`src/rtl/firmware_config_tx.sv`:
```
// Transmitting end of the configId/configData bus: streams a buffered firmware image to one receiver ID.
// Optional macro CFG_TX_TRACING_GATE_EN forces tracing low while a transfer is in flight.
module firmware_config_tx #(
    parameter int         MAX_BYTES  = 32,
    parameter logic [7:0] IDLE_ID    = 8'hFF,
    parameter int         GAP_CYCLES = 2
) (
    input  logic                           clk,
    input  logic                           rst_n,
    input  logic                           tracing_req,
    input  logic                           wr_en,
    input  logic [$clog2(MAX_BYTES)-1:0]   wr_addr,
    input  logic [7:0]                     wr_data,
    input  logic                           start,
    input  logic [7:0]                     target_id,
    input  logic [$clog2(MAX_BYTES+1)-1:0] length,
    output logic                           busy,
    output logic                           done,
    output logic                           err,
    output logic                           tracing,
    output logic [7:0]                     configId,
    output logic [7:0]                     configData
);
    localparam int CW    = $clog2(MAX_BYTES + 1);
    localparam int GW    = $clog2(GAP_CYCLES + 1);
    localparam int CNT_W = (CW > GW) ? CW : GW;

    typedef enum logic [1:0] {S_IDLE, S_GAP, S_SEND, S_TAIL} state_t;

    state_t           state_q, state_d;
    logic [CNT_W-1:0] cnt_q, cnt_d;
    logic [CW-1:0]    len_q;
    logic [7:0]       tgt_q;
    logic [7:0]       mem_q [MAX_BYTES];

    logic       len_ok, tr_block, accept, reject;
    logic [7:0] rd_byte;
    logic       busy_d, done_d, err_d, tracing_d;
    logic [7:0] cfg_id_d, cfg_data_d;

    always_comb begin
        len_ok = (length != '0) && (length <= CW'(MAX_BYTES));
`ifdef CFG_TX_TRACING_GATE_EN
        tr_block = 1'b0;
`else
        // Without the gate, receivers would see config bytes mixed with live tracing.
        tr_block = tracing_req;
`endif
        accept = (state_q == S_IDLE) && start && len_ok && !tr_block;
        reject = (state_q == S_IDLE) && start && !(len_ok && !tr_block);
    end

    always_ff @(posedge clk or negedge rst_n) begin
        if (!rst_n) begin
            state_q <= S_IDLE;
            cnt_q   <= '0;
        end else begin
            state_q <= state_d;
            cnt_q   <= cnt_d;
        end
    end

    // cnt_q counts gap cycles in GAP and is the byte index in SEND.
    always_comb begin
        state_d = state_q;
        cnt_d   = cnt_q;
        case (state_q)
            S_IDLE: begin
                if (accept) begin
                    state_d = S_GAP;
                    cnt_d   = '0;
                end
            end
            S_GAP: begin
                if (cnt_q == CNT_W'(GAP_CYCLES - 1)) begin
                    state_d = S_SEND;
                    cnt_d   = '0;
                end else begin
                    cnt_d = cnt_q + CNT_W'(1);
                end
            end
            S_SEND: begin
                if (cnt_q == CNT_W'(len_q) - CNT_W'(1)) begin
                    state_d = S_TAIL;
                end else begin
                    cnt_d = cnt_q + CNT_W'(1);
                end
            end
            S_TAIL:  state_d = S_IDLE;
            default: state_d = S_IDLE;
        endcase
    end

    always_comb begin
        rd_byte = 8'h00;
        for (int i = 0; i < MAX_BYTES; i++) begin
            if (cnt_d == CNT_W'(i)) rd_byte = mem_q[i];
        end
    end

    // Outputs are decoded from the next state so every output is a plain register.
    always_comb begin
        busy_d     = (state_d != S_IDLE);
        done_d     = (state_d == S_TAIL);
        err_d      = reject;
        cfg_id_d   = (state_d == S_SEND) ? tgt_q : IDLE_ID;
        cfg_data_d = (state_d == S_SEND) ? rd_byte : 8'h00;
`ifdef CFG_TX_TRACING_GATE_EN
        tracing_d  = tracing_req && (state_d == S_IDLE);
`else
        tracing_d  = tracing_req;
`endif
    end

    always_ff @(posedge clk or negedge rst_n) begin
        if (!rst_n) begin
            busy       <= 1'b0;
            done       <= 1'b0;
            err        <= 1'b0;
            tracing    <= 1'b0;
            configId   <= IDLE_ID;
            configData <= 8'h00;
        end else begin
            busy       <= busy_d;
            done       <= done_d;
            err        <= err_d;
            tracing    <= tracing_d;
            configId   <= cfg_id_d;
            configData <= cfg_data_d;
        end
    end

    // Image buffer and transfer descriptor are data: retained across reset.
    always_ff @(posedge clk) begin
        if (accept) begin
            tgt_q <= target_id;
            len_q <= length;
        end
        if (wr_en && (state_q == S_IDLE)) mem_q[wr_addr] <= wr_data;
    end
endmodule

```
`config.mk`:
```
export PLATFORM = sky130hd
export DESIGN_NAME = firmware_config_tx
export DESIGN_NICKNAME = d
export VERILOG_FILES = /design/src/rtl/firmware_config_tx.sv
export SDC_FILE = /design/constraint.sdc
export NUM_CORES = 1
export LEC_CHECK = 0
export ABC_AREA = 0
export ABC_CLOCK_PERIOD_IN_PS = 10300
export BUFFER_PORTS_ARGS = -buffer_cell sky130_fd_sc_hd__clkbuf_2
export CAP_MARGIN = 40
export CORE_UTILIZATION = 34
export DETAILED_ROUTE_END_ITERATION = 12
export SYNTH_ARGS = -nofsm -noshare
export SYNTH_HDL_FRONTEND = slang
export SYNTH_SLANG_ARGS = --single-unit
```
`constraint.sdc`:
```
create_clock -name clk -period 10.3 [get_ports clk]
set_input_delay 0.515 -clock clk [delete_from_list [all_inputs] [get_ports clk]]
set_output_delay 0.515 -clock clk [all_outputs]
set_load 0.005 [all_outputs]
```
Word-level counts from Yosys, hierarchy flattened
Memory sizes are Yosys's and may differ from the RTL's.
Cells that the tools add are included.
- mux-type cells: 44
- add/sub/neg operators: 2
- reductions and logical operators: 13
- equal/unequal tests: 38
- order comparisons: 1
- operators with widths (cell ; number):
    $mux 8 ; 34
    $eq 6x5->1 const B ; 16
    $eq 6x4->1 const B ; 8
    $eq 6x3->1 const B ; 4
    $mux 6 ; 3
    $pmux 6 s3 ; 1
    $eq 6x1->1 const B ; 2
    $eq 6x2->1 const B ; 2
    $eq 2x2->1 const B ; 4
    $pmux 2 s4 ; 1
    $logic_and 1x1->1 ; 7
    $add 6x1->6 const B ; 1
    $eq 6x6->1 ; 1
    $le 6x6->1 const B ; 1
    $logic_not 6->1 ; 1
    $mux 2 ; 3
    $reduce_bool 6->1 ; 1
    $sub 6x1->6 const B ; 1
    $eq 2x1->1 const B ; 1
    $logic_not 1->1 ; 2
    $logic_not 2->1 ; 1
    $mux 1 ; 2
    $reduce_bool 2->1 ; 1
- memories: 1
- RAM bits: 256
- input port bits: 32
- output and inout bits: 20
- word-level logic and storage cells: 109
- register bits after elaboration: 42
- memory list (memory ; words ; bits a word ; read ports ; clocked after Yosys merged registers in ; wr ports ; line ; RTL):
    mem_q ; 32 ; 8 ; 32 ; 0 ; 1 ; 34 ; logic [7:0] mem_q [MAX_BYTES];

Depth between registers and ports, before layout
Gate-level depths: netlist (run 1).
- depth in word-level cells: 40
- gate-level depth with buffers: 17
- mapped depth without buffers: 14

Least setup slack after synthesis (run 1)
OpenSTA, ideal clock, no wires.
- kind: input to register
- start: input port length[0]
- end: register configData[0]
- arrival: 3.346 ns
- stages: 13
- path slack: 6.825 ns
- cells stage by stage: nor4_2 -> a21boi_1 -> or4_1 -> inv_1 -> nor2_1 -> o221ai_2 -> and4_1 -> buf_2 -> nand2_1 -> o21ai_0 -> nor4_1 -> a221oi_1 -> a21oi_1
- longest elaborated chain between the ends: 40
- RTL lines (element ; line ; RTL):
    start, declared ; 16 ; input logic [$clog2(MAX_BYTES+1)-1:0] length,
    $le 6x6->1 or $reduce_bool 6->1 (tied branches) ; 42 ; len_ok = (length != '0) && (length <= CW'(MAX_BYTES));
    $logic_and 1x1->1 (*) ; 42 ;
    $logic_and 1x1->1 (*) (2 in a row) ; 49 ; accept = (state_q == S_IDLE) && start && len_ok && !tr_block;
    net accept ; 36 ; logic len_ok, tr_block, accept, reject;
    $mux 6 ; 69 ; if (accept) begin
    $pmux 6 s3 ; 67 ; case (state_q)
    $logic_not 6->1 ; 97 ; if (cnt_d == CNT_W'(i)) rd_byte = mem_q[i];
    $mux 8 (32 in a row) ; 97 ;
    $mux 8 (*) ; 107 ; cfg_data_d = (state_d == S_SEND) ? rd_byte : 8'h00;
    net cfg_data_d[0] ; 39 ; logic [7:0] cfg_id_d, cfg_data_d;
    end signal, assigned ; 129 ; configData <= cfg_data_d;
    end, declared ; 22 ; output logic [7:0] configData
The timed path passes the listed nets; every way through them passes the cells marked *.
A chain may end at the register's enable or synchronous reset.

Final worst setup path (run 1)
- start: register cnt_q[0]
- end: register configData[4]
- longest elaborated chain between the ends: 37
- RTL lines (element ; line ; RTL):
    start, declared ; 31 ; logic [CNT_W-1:0] cnt_q, cnt_d;
    start signal, assigned ; 59 ; cnt_q <= cnt_d;
    $add 6x1->6, or another cell as far along ; 79, 86 ;
    $mux 6, on equally long branches ; 83, 75 ;
    $pmux 6 s3 ; 67 ;
    $logic_not 6->1 ; 97 ;
    $mux 8 (32 in a row) ; 97 ;
    $mux 8 (*) ; 107 ;
    net cfg_data_d[4] ; 39 ;
Marked as above.

==> reports/results.txt, run 1 <==
Outcome = finished clean
Clk sinks = 298
Critical Path Source Type = flop
WP buf/inv = 3
Die W = 198 µm
Routability cong. = 0.915
Routed length per instance = 25.1 µm
Cell class contributing the biggest share of worst-path delay = compound AO/OA/AOI/OAI gates
TritonRoute pass-1 iters = 8
HPWL Detailed = 25.9 mm
Tmin final = 5.14 ns
Finished Layout Cells = 1575
H-tree Lvls = 1
Initial antenna violation count = 0
Setup Skew = 0.0261 ns
Leakage power total = 4.94 nW
CP arrival = 5.55 ns
First-pass GRT wire length = 58.8 mm
Reg clk slew, reported paths = 0.06 ns
Syn_nets = 1018
Max Clk Rate = 195 MHz
CP peak stage delay = 0.83 ns
Resized cells post-CTS = 0
Die area = 39200 µm²
Crit path capture type = flop
Class of the worst hold path = in -> reg
Via count = 9278
Top cells by area, synth = edfxtp_1, dfrtp_1, nor2_1
Critical Path Slowest Stage Cell = dfrtp_1
Slew Viols, Final = 0
Primary FF master, synth = edfxtp_1
Kind of critical path = reg -> reg
Cts bufs inserted = 31
Final-report hold violation count = 0
Routed WL = 39.5 mm
Largest net degree at the start of global routing = 34
Post-synth EDFFs = 270
Rows = 71
# DRC = 0
Rel. slew slack = 40.7%
Synth Instances = 983
Post-synthesis sequential area ratio = 67.5%
VDD IR max = 0.152 mV
Core area = 37800 µm²
Yosys reg bits = 298
Worst path cell trace = ha_1, a21o_1, o21ai_2, o21a_1, nor2_2, buf_4, inv_1, nor2_2, buf_4, nand2_1, o21ai_0, a211oi_1, a211oi_1, o22ai_1
I/O Buffers = 51
Ant. Diodes = 0
GRT overflow = 0
Setup violators final = 0
CTS max path bufs = 3
Clk Latency, worst-skew pair = 0.60 ns
Vias in the first global route = 8875
Post-Syn Area per Cell = 13.3 µm²
Share of layout cells above drive strength 1 = 16.3%
GRT Total Usage = 20.2%
CTS tree = done
Yosys warning count = 0
Final Cycle Share = 49.9%
Hold slack final = 0.110 ns
Setup TNS = 0 ns
Drt via density = 5.89
Root buf cell = clkbuf_16
Critical path fanouts, max = 23
Drt first-iter violations = 1082
Setup Buffers After CTS = 0
Critical path required time = 10.71 ns
Cell taking the most area after synthesis = edfxtp_1
Final Net Count = 1074
Post-Synthesis Cell Area = 13100 µm²
IO Count = 52
Yosys cell types = 92
Power per cell area = 270 nW/µm²
RSZ-0062 raised after global routing = false
Hold_buf cts = 1
Post-synth top area share = 62.0%
Ys async rst share = 9.40%
Placed Instances = 1516
Area delta synth->final = 14.9%
Starting Density = 34.6%
Max-cap violation count = 0
Die H = 198 µm
Slew at the pin closest to its max-slew limit = 0.886 ns
Number of routed nets with antenna violations = 0
==> cell usage after synthesis, types with 8 or more instances <==
| library cell | n |
|---|---|
| a211oi_1 | 11 |
| a21oi_1 | 54 |
| a221oi_1 | 12 |
| a22o_1 | 11 |
| a22oi_1 | 20 |
| a31oi_1 | 11 |
| buf_2 | 19 |
| clkbuf_1 | 16 |
| dfrtp_1 | 20 |
| dfstp_2 | 8 |
| edfxtp_1 | 270 |
| inv_1 | 18 |
| nand2_1 | 73 |
| nand2b_1 | 17 |
| nand3_1 | 33 |
| nand4_1 | 9 |
| nor2_1 | 87 |
| nor3_1 | 18 |
| o21a_1 | 9 |
| o21ai_0 | 50 |
| o21ai_1 | 8 |
| o221ai_1 | 15 |
| o22ai_1 | 21 |
==> power by group <==
part           switching [mW]  internal, mW
sequential             0.0487          1.37
combinational           0.998         0.415
clock                   0.497         0.732
total                    1.54          2.52
==> cell type report <==
type                       instances  area [µm²]
clock buffer                      37         830
inverter                          22        82.6
sequential                       298        8820
multi-input combinational        618        3960
timing repair buffer              68         400
fill                            3536       22700
tap                              511         639
clock inverter                    21         292
==> worst reg2reg max path, cell delays in order (launching register included) <==
cell and delay, ns:
dfrtp_1 0.83, ha_1 0.31, a21o_1 0.39, o21ai_2 0.20, o21a_1 0.25, nor2_2 0.11, buf_4 0.27, inv_1 0.32
nor2_2 0.70, buf_4 0.36, nand2_1 0.18, o21ai_0 0.18, a211oi_1 0.11, a211oi_1 0.52, o22ai_1 0.22
==> stage by stage <==
stage / utilization [%] / power [mW] / setup slack [ns] / cell area (µm²)
after floorplan: - / 2.28 / 6.83 / 13100
after global placement: 36.7 / 2.80 / 5.41 / 13800
after detailed placement: 36.8 / 2.81 / 5.27 / 13900
after CTS: 39.8 / 4.03 / 5.29 / 15000
after global routing: 39.8 / 4.18 / 4.84 / 15000
final: 39.8 / 4.06 / 5.16 / 15000
==> per-layer routing <==
metal	share of wire, %	wire length [µm]	GRT usage (%)
met1	43	16900	29.1
met2	45	17700	31.3
met3	9.3	3670	3.37
met4	2.9	1160	5.71
met5	0	0	0
==> worst paths after layout <==
path,from,end,slack [ns],cells after the start
max in group asynchronous,rst_n,configId[7]$_DFF_PN1_,9.55,3
hold reg to reg,tgt_q[1]$_DFFE_PP_,configId[1]$_DFF_PN1_,0.43,1
hold / removal,target_id[7],tgt_q[7]$_DFFE_PP_,0.11,1
setup / recovery,cnt_q[0]$_DFF_PN0_,configData[4]$_DFF_PN0_,5.16,14
min in group asynchronous,rst_n,cnt_q[1]$_DFF_PN0_,0.29,2
setup reg to reg,cnt_q[0]$_DFF_PN0_,configData[4]$_DFF_PN0_,5.16,14
==> kinds of logic (layout without fill, tap and decap cells) <==
group | count (synthesis) | after routing | synth area share, %
compound gates | 311 | 311 | 17.5
flops | 298 | 298 | 67.5
simple gates | 296 | 296 | 11.8
buf+inv | 67 | 148 | 2.42
xor+xnor | 8 | 8 | 0.536
fa+ha+maj | 3 | 3 | 0.287
==> state kept, by name, summed over array words and instances (netlist names) <==
register and cells:
tgt_q 8, configData 8, done 1, configId 8, state_q 2, mem_q 256, err 1, busy 1
cnt_q 6, len_q 6, tracing 1
==> layout by cell type, fill, tap and decap left out, drive strengths merged, types with 7 or more instances in the layout <==
| cell | count |
|---|---|
| edfxtp | 270 |
| nor2 | 91 |
| clkbuf | 88 |
| nand2 | 73 |
| o21ai | 59 |
| a21oi | 55 |
| nand3 | 34 |
| inv | 26 |
| nor3 | 25 |
| o22ai | 22 |
| a22oi | 21 |
| dfrtp | 20 |
| nand2b | 17 |
| o221ai | 16 |
| buf | 15 |
| a221oi | 12 |
| a211oi | 12 |
| a31oi | 12 |
| nor4 | 12 |
| a22o | 11 |
| nand4 | 10 |
| clkinv | 10 |
| o21a | 9 |
| dfstp | 8 |
| a2bb2oi | 7 |
No activity file was read; power rests on OpenSTA's default activity.
==> run 2, diff against run 1 <==
--- a/config.mk
+++ b/config.mk
@@ -5,8 +5,8 @@
 export SDC_FILE = /design/constraint.sdc
 export NUM_CORES = 1
 export LEC_CHECK = 0
-export ABC_AREA = 0
-export ABC_CLOCK_PERIOD_IN_PS = 10300
+export ABC_AREA = 1
+export ABC_CLOCK_PERIOD_IN_PS = 4850
 export BUFFER_PORTS_ARGS = -buffer_cell sky130_fd_sc_hd__clkbuf_2
 export CAP_MARGIN = 40
 export CORE_UTILIZATION = 34
==> constraint.sdc (replaced) <==
create_clock -name clk -period 4.85 [get_ports clk]
set_input_delay 0.2425 -clock clk [delete_from_list [all_inputs] [get_ports clk]]
set_output_delay 0.2425 -clock clk [all_outputs]
set_load 0.005 [all_outputs]
==> run 2 against run 1 <==
  * Sequential power up 110%
  * Die area shrank 4.0%
  * Cell count is 7.7% higher
  * Largest cell class unchanged
==> reports/results.txt, run 2 <==
R2r setup slk = 0.54 ns (-4.62 ns)
I/O Buffers = 51 (unchanged)
Primary FF master, synth = edfxtp_1
Fillers = 3439 (-2.7%)
Die H = 194 µm (-2.0%)
CP arrival = 4.76 ns (-0.79 ns)
Reg clk slew, reported paths = 0.06 ns (about the same)
Ant. Diodes = 0 (unchanged)
Cts bufs inserted = 29 (-6.5%)
Die area = 37700 µm² (-4.0%)
Area delta synth->final = 14.5%
Post-synth EDFFs = 270 (unchanged)
Setup violators final = 0 (unchanged)
Outcome = finished clean
Finished Cell Area = 14400 µm² (-4.4%)
Most frequent CP cell = nand2_1
H-tree Lvls = 1 (unchanged)
Routed WL = 27.5 mm (-30%)
Commonest non-fill, non-tap cell in the layout = nand2_1
Synth Instances = 1122 (+14%)
CP peak stage delay = 0.42 ns (-0.41 ns)
Resized cells post-CTS = 0 (unchanged)
Final Net Count = 1251 (+16%)
Worst R2R Start = len_q[0]$_DFFE_PP_
Starting Density = 34.9% (+0.29 points)
TritonRoute pass-1 iters = 5 (-3)
First-pass GRT wire length = 43.5 mm (-26%)
Final Cycle Share = 88.8% (+39 points)
Share of layout cells above drive strength 1 = 16.7% (+0.41 points)
Die W = 194 µm (-2.0%)
GRT overflow = 0 (unchanged)
VDD IR max = 0.326 mV (+110%)
Post-synth top area share = 64.6% (+2.6 points)
Power per cell area = 497 nW/µm² (+84%)
Largest Register = mem_q
Cell taking the most area after synthesis = edfxtp_1
Core area = 35900 µm² (-4.9%)
Root buf cell = clkbuf_16
Commonest cells after routing, fill and taps aside = nand2_1, edfxtp_1, inv_1, nor2_1, nand3_1
Worst r2r dst = configData[7]$_DFF_PN0_
Syn_nets = 1157 (+14%)
Critical Path Source Type = flop
Clk Latency, worst-skew pair = 0.56 ns (-0.04 ns)
Hold slack final = 0.284 ns (+0.174 ns)
IO Count = 52 (unchanged)
Worst Reg-to-Reg Cells = 33 (+19)
Max Clk Rate = 232 MHz (+19%)
Number of routed nets with antenna violations = 0 (unchanged)
Rows = 69 (-2.8%)
Rel. slew slack = 43.5% (+2.8 points)
Top cells by area, synth = edfxtp_1, nand2_1, dfrtp_1
Final-report hold violation count = 0 (unchanged)
Synth cell count leaders = nand2_1, edfxtp_1, inv_1, nor2_1, nand3_1
Setup TNS = 0 ns (unchanged)
Overall power = 7.14 mW (+76%)
CTS tree = done
Leakage power total = 5.59 nW (+13%)
Tmin final = 4.31 ns (-0.835 ns)
Initial antenna violation count = 0 (unchanged)
Via count = 7909 (-15%)
Slew at the pin closest to its max-slew limit = 0.848 ns (-0.0389 ns)
Drt via density = 4.66 (-21%)
Setup Skew = 0.0127 ns (-0.0133 ns)
Critical path required time = 5.30 ns (-5.41 ns)
Most common cell in the netlist = nand2_1
GRT Total Usage = 14.5% (-5.7 points)
Vias in the first global route = 7668 (-14%)
Routed length per instance = 16.2 µm (-35%)
HPWL Detailed = 18.3 mm (-29%)
Drt first-iter violations = 572 (-47%)
Class of the worst hold path = in -> async
Largest net degree at the start of global routing = 33 (-2.9%)
RSZ-0062 raised after global routing = false
Yosys cell types = 34 (-63%)
Crit path capture type = flop
Slew Viols, Final = 0 (unchanged)
Yosys warning count = 0 (unchanged)
Critical path fanouts, max = 11 (-52%)
Max-cap violation count = 0 (unchanged)
Critical Path Slowest Stage Cell = a21oi_4
Post-synthesis sequential area ratio = 70.3% (+2.9 points)
Post-Syn Area per Cell = 11.2 µm² (-16%)
# DRC = 0 (unchanged)
Kind of critical path = reg -> reg
Yosys reg bits = 298 (unchanged)
Ys async rst share = 9.40% (unchanged)
Post-Synthesis Cell Area = 12500 µm² (-4.1%)
CTS max path bufs = 3 (unchanged)
Clk sinks = 298 (unchanged)
Routability cong. = 0.836 (-8.7%)
Post-DP Area = 13300 µm² (-4.0%)
Number of flip-flops in the largest register = 256 (unchanged)
[run 2: cell types whose count changed after synthesis, sizes merged, moves of 21 or more]
cell   change
o22ai     -22
or2       +51
nand3     +37
a22oi     -21
nand4     +28
o21ai     -39
a21oi     -26
nor3      -22
buf       -25
inv      +118
nand2    +269
[run 2: logic make-up (layout without fill, tap and decap cells)]
logic type,count (synthesis),in the layout,synth area share [%]
simple gates,616,616,22.2
flops,298,298,70.3
buf+inv,150,263,4.68
compound gates,52,53,2.26
fa+ha+maj,3,3,0.299
xor+xnor,3,3,0.210
[run 2: routing by layer]
metal | part of all wire [%] | wire, µm | track usage, % | vias to the layer above
li1 | - | - | - | 3922
met1 | 49 | 13400 | 21.5 | 3718
met2 | 44 | 12000 | 22.3 | 235
met3 | 6.2 | 1690 | 2.70 | 34
met4 | 1.4 | 395 | 2.79 | 0
met5 | 0 | 0 | 0 | -
[run 2: worst max-delay path: cells and delay by family, from the launching register on]
kind | cells | cell delay [ns]
DFF | 1 | 0.41
AOI/OAI and AO/OA | 4 | 0.91
adders and majority gates | 1 | 0.21
and+or+nand+nor | 25 | 2.42
buffers and inverters | 3 | 0.25
[run 2: cell type report]
cell class              count  area, µm²  area share [%]
well taps                 461        577            4.02
inverters                 140        526            3.66
clock buffers              35        748            5.21
flip-flops and latches    298       8820            61.4
clock inverters            16       95.1           0.662
multi-input cells         675       3150            21.9
repair buffers             72        450            3.14
[run 2: timing repair]
| action | 4_1_cts | 5_1_grt |
|---|---|---|
| hold buffers | 17 | 0 |
| buffers inserted | 0 | 0 |
| endpoints found under the hold margin | 36 | 0 |
| endpoints found under the setup margin | 0 | 1 |
[run 2: worst max-delay path by stage]
stage                              end  cells after the start          startpoint  slack [ns]
4_1_cts        configData[7]$_DFF_PN0_                     32  len_q[0]$_DFFE_PP_        0.41
3_5_place_dp   configData[7]$_DFF_PN0_                     32  len_q[0]$_DFFE_PP_        0.48
2_1_floorplan  configData[0]$_DFF_PN0_                     39  len_q[0]$_DFFE_PP_        1.56
3_3_place_gp   configData[7]$_DFF_PN0_                     32  len_q[0]$_DFFE_PP_        0.55
5_1_grt        configData[7]$_DFF_PN0_                     33  len_q[0]$_DFFE_PP_        0.11
6_report       configData[7]$_DFF_PN0_                     33  len_q[0]$_DFFE_PP_        0.54
[run 2: where the power goes]
group,switching (mW),internal [mW]
registers,0.0512,2.88
clock network,0.943,1.10
logic,1.48,0.682
total,2.48,4.66
[run 2: per-stage QoR]
step / util [%] / setup slack (ns) / cells
finish: 40.0 / 0.543 / 1697
global route: 40.0 / 0.106 / 1697
CTS: 40.0 / 0.412 / 1696
detailed placement: 37.1 / 0.485 / 1628
global placement: 37.1 / 0.546 / 1625
floorplan: - / 1.56 / 1122
==> run 3, diff against run 2 <==
--- a/config.mk
+++ b/config.mk
@@ -9,6 +9,7 @@
 export ABC_CLOCK_PERIOD_IN_PS = 4850
 export BUFFER_PORTS_ARGS = -buffer_cell sky130_fd_sc_hd__clkbuf_2
 export CAP_MARGIN = 40
+export CORE_MARGIN = 2
 export CORE_UTILIZATION = 34
 export DETAILED_ROUTE_END_ITERATION = 12
 export SYNTH_ARGS = -nofsm -noshare
==> run 3 against run 2 <==
  * Sequential power about the same
  * Clock power up 12%
  * First-iteration DRC count up 3.7%
  * Cell count up 0.71%
  * Critical path depth down 1
  * Register-to-register slack worse by 0.03 ns
  * Final area up 0.95%
  * Clock skew up 0.012 ns
  * Fmax down 0.58%
==> reports/results.txt, run 3 (same netlist as run 2, synthesis figures left out) <==
Outcome = finished clean
TritonRoute pass-1 iters = 5 (unchanged)
Power per cell area = 510 nW/µm² (+2.6%)
GRT overflow = 0 (unchanged)
Critical path fanouts, max = 13 (+2)
Class of the worst hold path = in -> async
Sequential fraction of design power = 39.6% (-1.4 points)
Cts bufs inserted = 31 (+6.9%)
P_sw = 2.54 mW (+2.4%)
Drt first-iter violations = 593 (+3.7%)
Setup violators final = 0 (unchanged)
Number of routed nets with antenna violations = 0 (unchanged)
Commonest cells after routing, fill and taps aside = nand2_1, edfxtp_1, inv_1, nor2_1, nand3_1
CTS max path bufs = 3 (unchanged)
Core area = 36400 µm² (+1.4%)
Final Net Count = 1253 (+0.16%)
GRT Total Usage = 14.5% (-0.019 points)
Max Clk Rate = 231 MHz (-0.58%)
Finished Cell Area = 14500 µm² (+0.95%)
Critical path required time = 5.31 ns (about the same)
CTS tree = done
Routed length per instance = 16.3 µm (+0.58%)
Die W = 196 µm (+1.0%)
Clk Latency, worst-skew pair = 0.58 ns (+0.02 ns)
Combinational power share = 29.6% (-0.8 points)
First-pass GRT wire length = 43.9 mm (+0.97%)
Initial antenna violation count = 0 (unchanged)
RSZ-0062 raised after global routing = false
Share of layout cells above drive strength 1 = 17.0% (+0.34 points)
Largest Register = mem_q
VDD IR max = 0.286 mV (-12%)
Root buf cell = clkbuf_16
Leakage power total = 5.65 nW (+1.1%)
# DRC = 0 (unchanged)
Setup Buffers After CTS = 0 (unchanged)
Rows = 70 (+1.4%)
Die area = 38400 µm² (+2.1%)
Die H = 196 µm (+1.0%)
Final-report hold violation count = 0 (unchanged)
Post-DP Area = 13300 µm² (about the same)
Critical Path Source Type = flop
Most frequent CP cell = nand2_1
Final Cycle Share = 89.3% (+0.52 points)
Reg clk slew, reported paths = 0.06 ns (about the same)
Drt via density = 4.65 (-0.20%)
Crit path capture type = flop
Setup Skew = 0.0251 ns (+0.0124 ns)
Routed WL = 27.9 mm (+1.3%)
Vias in the first global route = 7786 (+1.5%)
Via count = 7949 (+0.51%)
Starting Density = 34.4% (-0.50 points)
Setup TNS = 0 ns (unchanged)
CP peak stage delay = 0.46 ns (+0.04 ns)
CP arrival = 4.79 ns (+0.03 ns)
Rel. slew slack = 43.2% (-0.32 points)
HPWL Detailed = 18.4 mm (+0.87%)
Commonest non-fill, non-tap cell in the layout = nand2_1
Max-cap violation count = 0 (unchanged)
IO Count = 52 (unchanged)
H-tree Lvls = 1 (unchanged)
I/O Buffers = 51 (unchanged)
Sw Share = 34.3% (-0.40 points)
Hold slack final = 0.281 ns (-0.00272 ns)
Number of flip-flops in the largest register = 256 (unchanged)
Largest net degree at the start of global routing = 33 (unchanged)
Kind of critical path = reg -> reg
Clock share of power = 30.8% (+2.2 points)
Routability cong. = 0.812 (-2.8%)
Ant. Diodes = 0 (unchanged)
Slew at the pin closest to its max-slew limit = 0.849 ns (+0.00174 ns)
Critical Path Slowest Stage Cell = a21oi_4
Slew Viols, Final = 0 (unchanged)
Tmin final = 4.33 ns (+0.0253 ns)
Area delta synth->final = 15.6%
Clk sinks = 298 (unchanged)
Pint = 4.85 mW (+4.2%)
## run 3: cell count changes in the layout (fill, tap and decap cells not counted), sizes merged
cell / change
bufinv: +2
inv: +1
clkbuf: +2
## run 3: power by group through the flow
stage | logic [mW] | registers (mW) | clock network (mW)
6_report | 2.19 | 2.93 | 2.28
5_1_grt | 2.48 | 2.93 | 2.43
4_1_cts | 2.20 | 2.93 | 2.32
3_5_place_dp | 2.17 | 2.98 | 0
3_3_place_gp | 2.16 | 2.98 | 0
2_1_floorplan | 1.47 | 2.96 | 0
## run 3: cell type report
type                    count  area (µm²)
clock buffers              37         808
clock inverters            19         163
flip-flops and latches    298        8820
well taps                 468         586
fillers                  3509       21900
inverters                 140         526
repair buffers             72         450
multi-input cells         675        3150
## run 3: final timing paths
path                                     from                      end  slack, ns  cells after the start
max                        len_q[0]$_DFFE_PP_  configData[7]$_DFF_PN0_       0.52                     32
max reg2reg                len_q[0]$_DFFE_PP_  configData[7]$_DFF_PN0_       0.52                     32
min                                     rst_n       cnt_q[3]$_DFF_PN0_       0.28                      2
max in group asynchronous               rst_n       cnt_q[4]$_DFF_PN0_       4.08                      2
min in group clk                  tracing_req        tracing$_DFF_PN0_       0.36                      2
min reg2reg                tgt_q[2]$_DFFE_PP_    configId[2]$_DFF_PN1_       0.43                      2
## run 3: per-stage QoR
step / setup WS (ns) / power [mW] / util [%] / instances
2_1_floorplan: 1.56 / 4.43 / - / 1122
3_3_place_gp: 0.372 / 5.14 / 36.6 / 1632
3_5_place_dp: 0.323 / 5.15 / 36.6 / 1635
4_1_cts: 0.312 / 7.45 / 39.8 / 1708
5_1_grt: 0.0929 / 7.84 / 39.8 / 1709
6_report: 0.518 / 7.39 / 39.8 / 1709
## run 3: timing repair
item,4_1_cts,5_1_grt
endpoints found under the hold margin,36,0
hold buffers,17,0
endpoints found under the setup margin,0,4
resized for setup,0,0
## run 3: per-layer routing
layer | vias to the layer above | track usage, % | wire [µm]
met1 | 3744 | 21.5 | 13500
met4 | 0 | 3.03 | 516
met3 | 35 | 2.15 | 1600
met5 | - | 0 | 0
met2 | 231 | 22.8 | 12300
li1 | 3939 | - | -
## run 3: critical path: cells and delay by family (launching register included)
family | cells | cell delay (ns)
compound gates | 4 | 0.93
flops | 1 | 0.41
simple gates | 25 | 2.46
fa+ha+maj | 1 | 0.25
buf+inv | 2 | 0.16
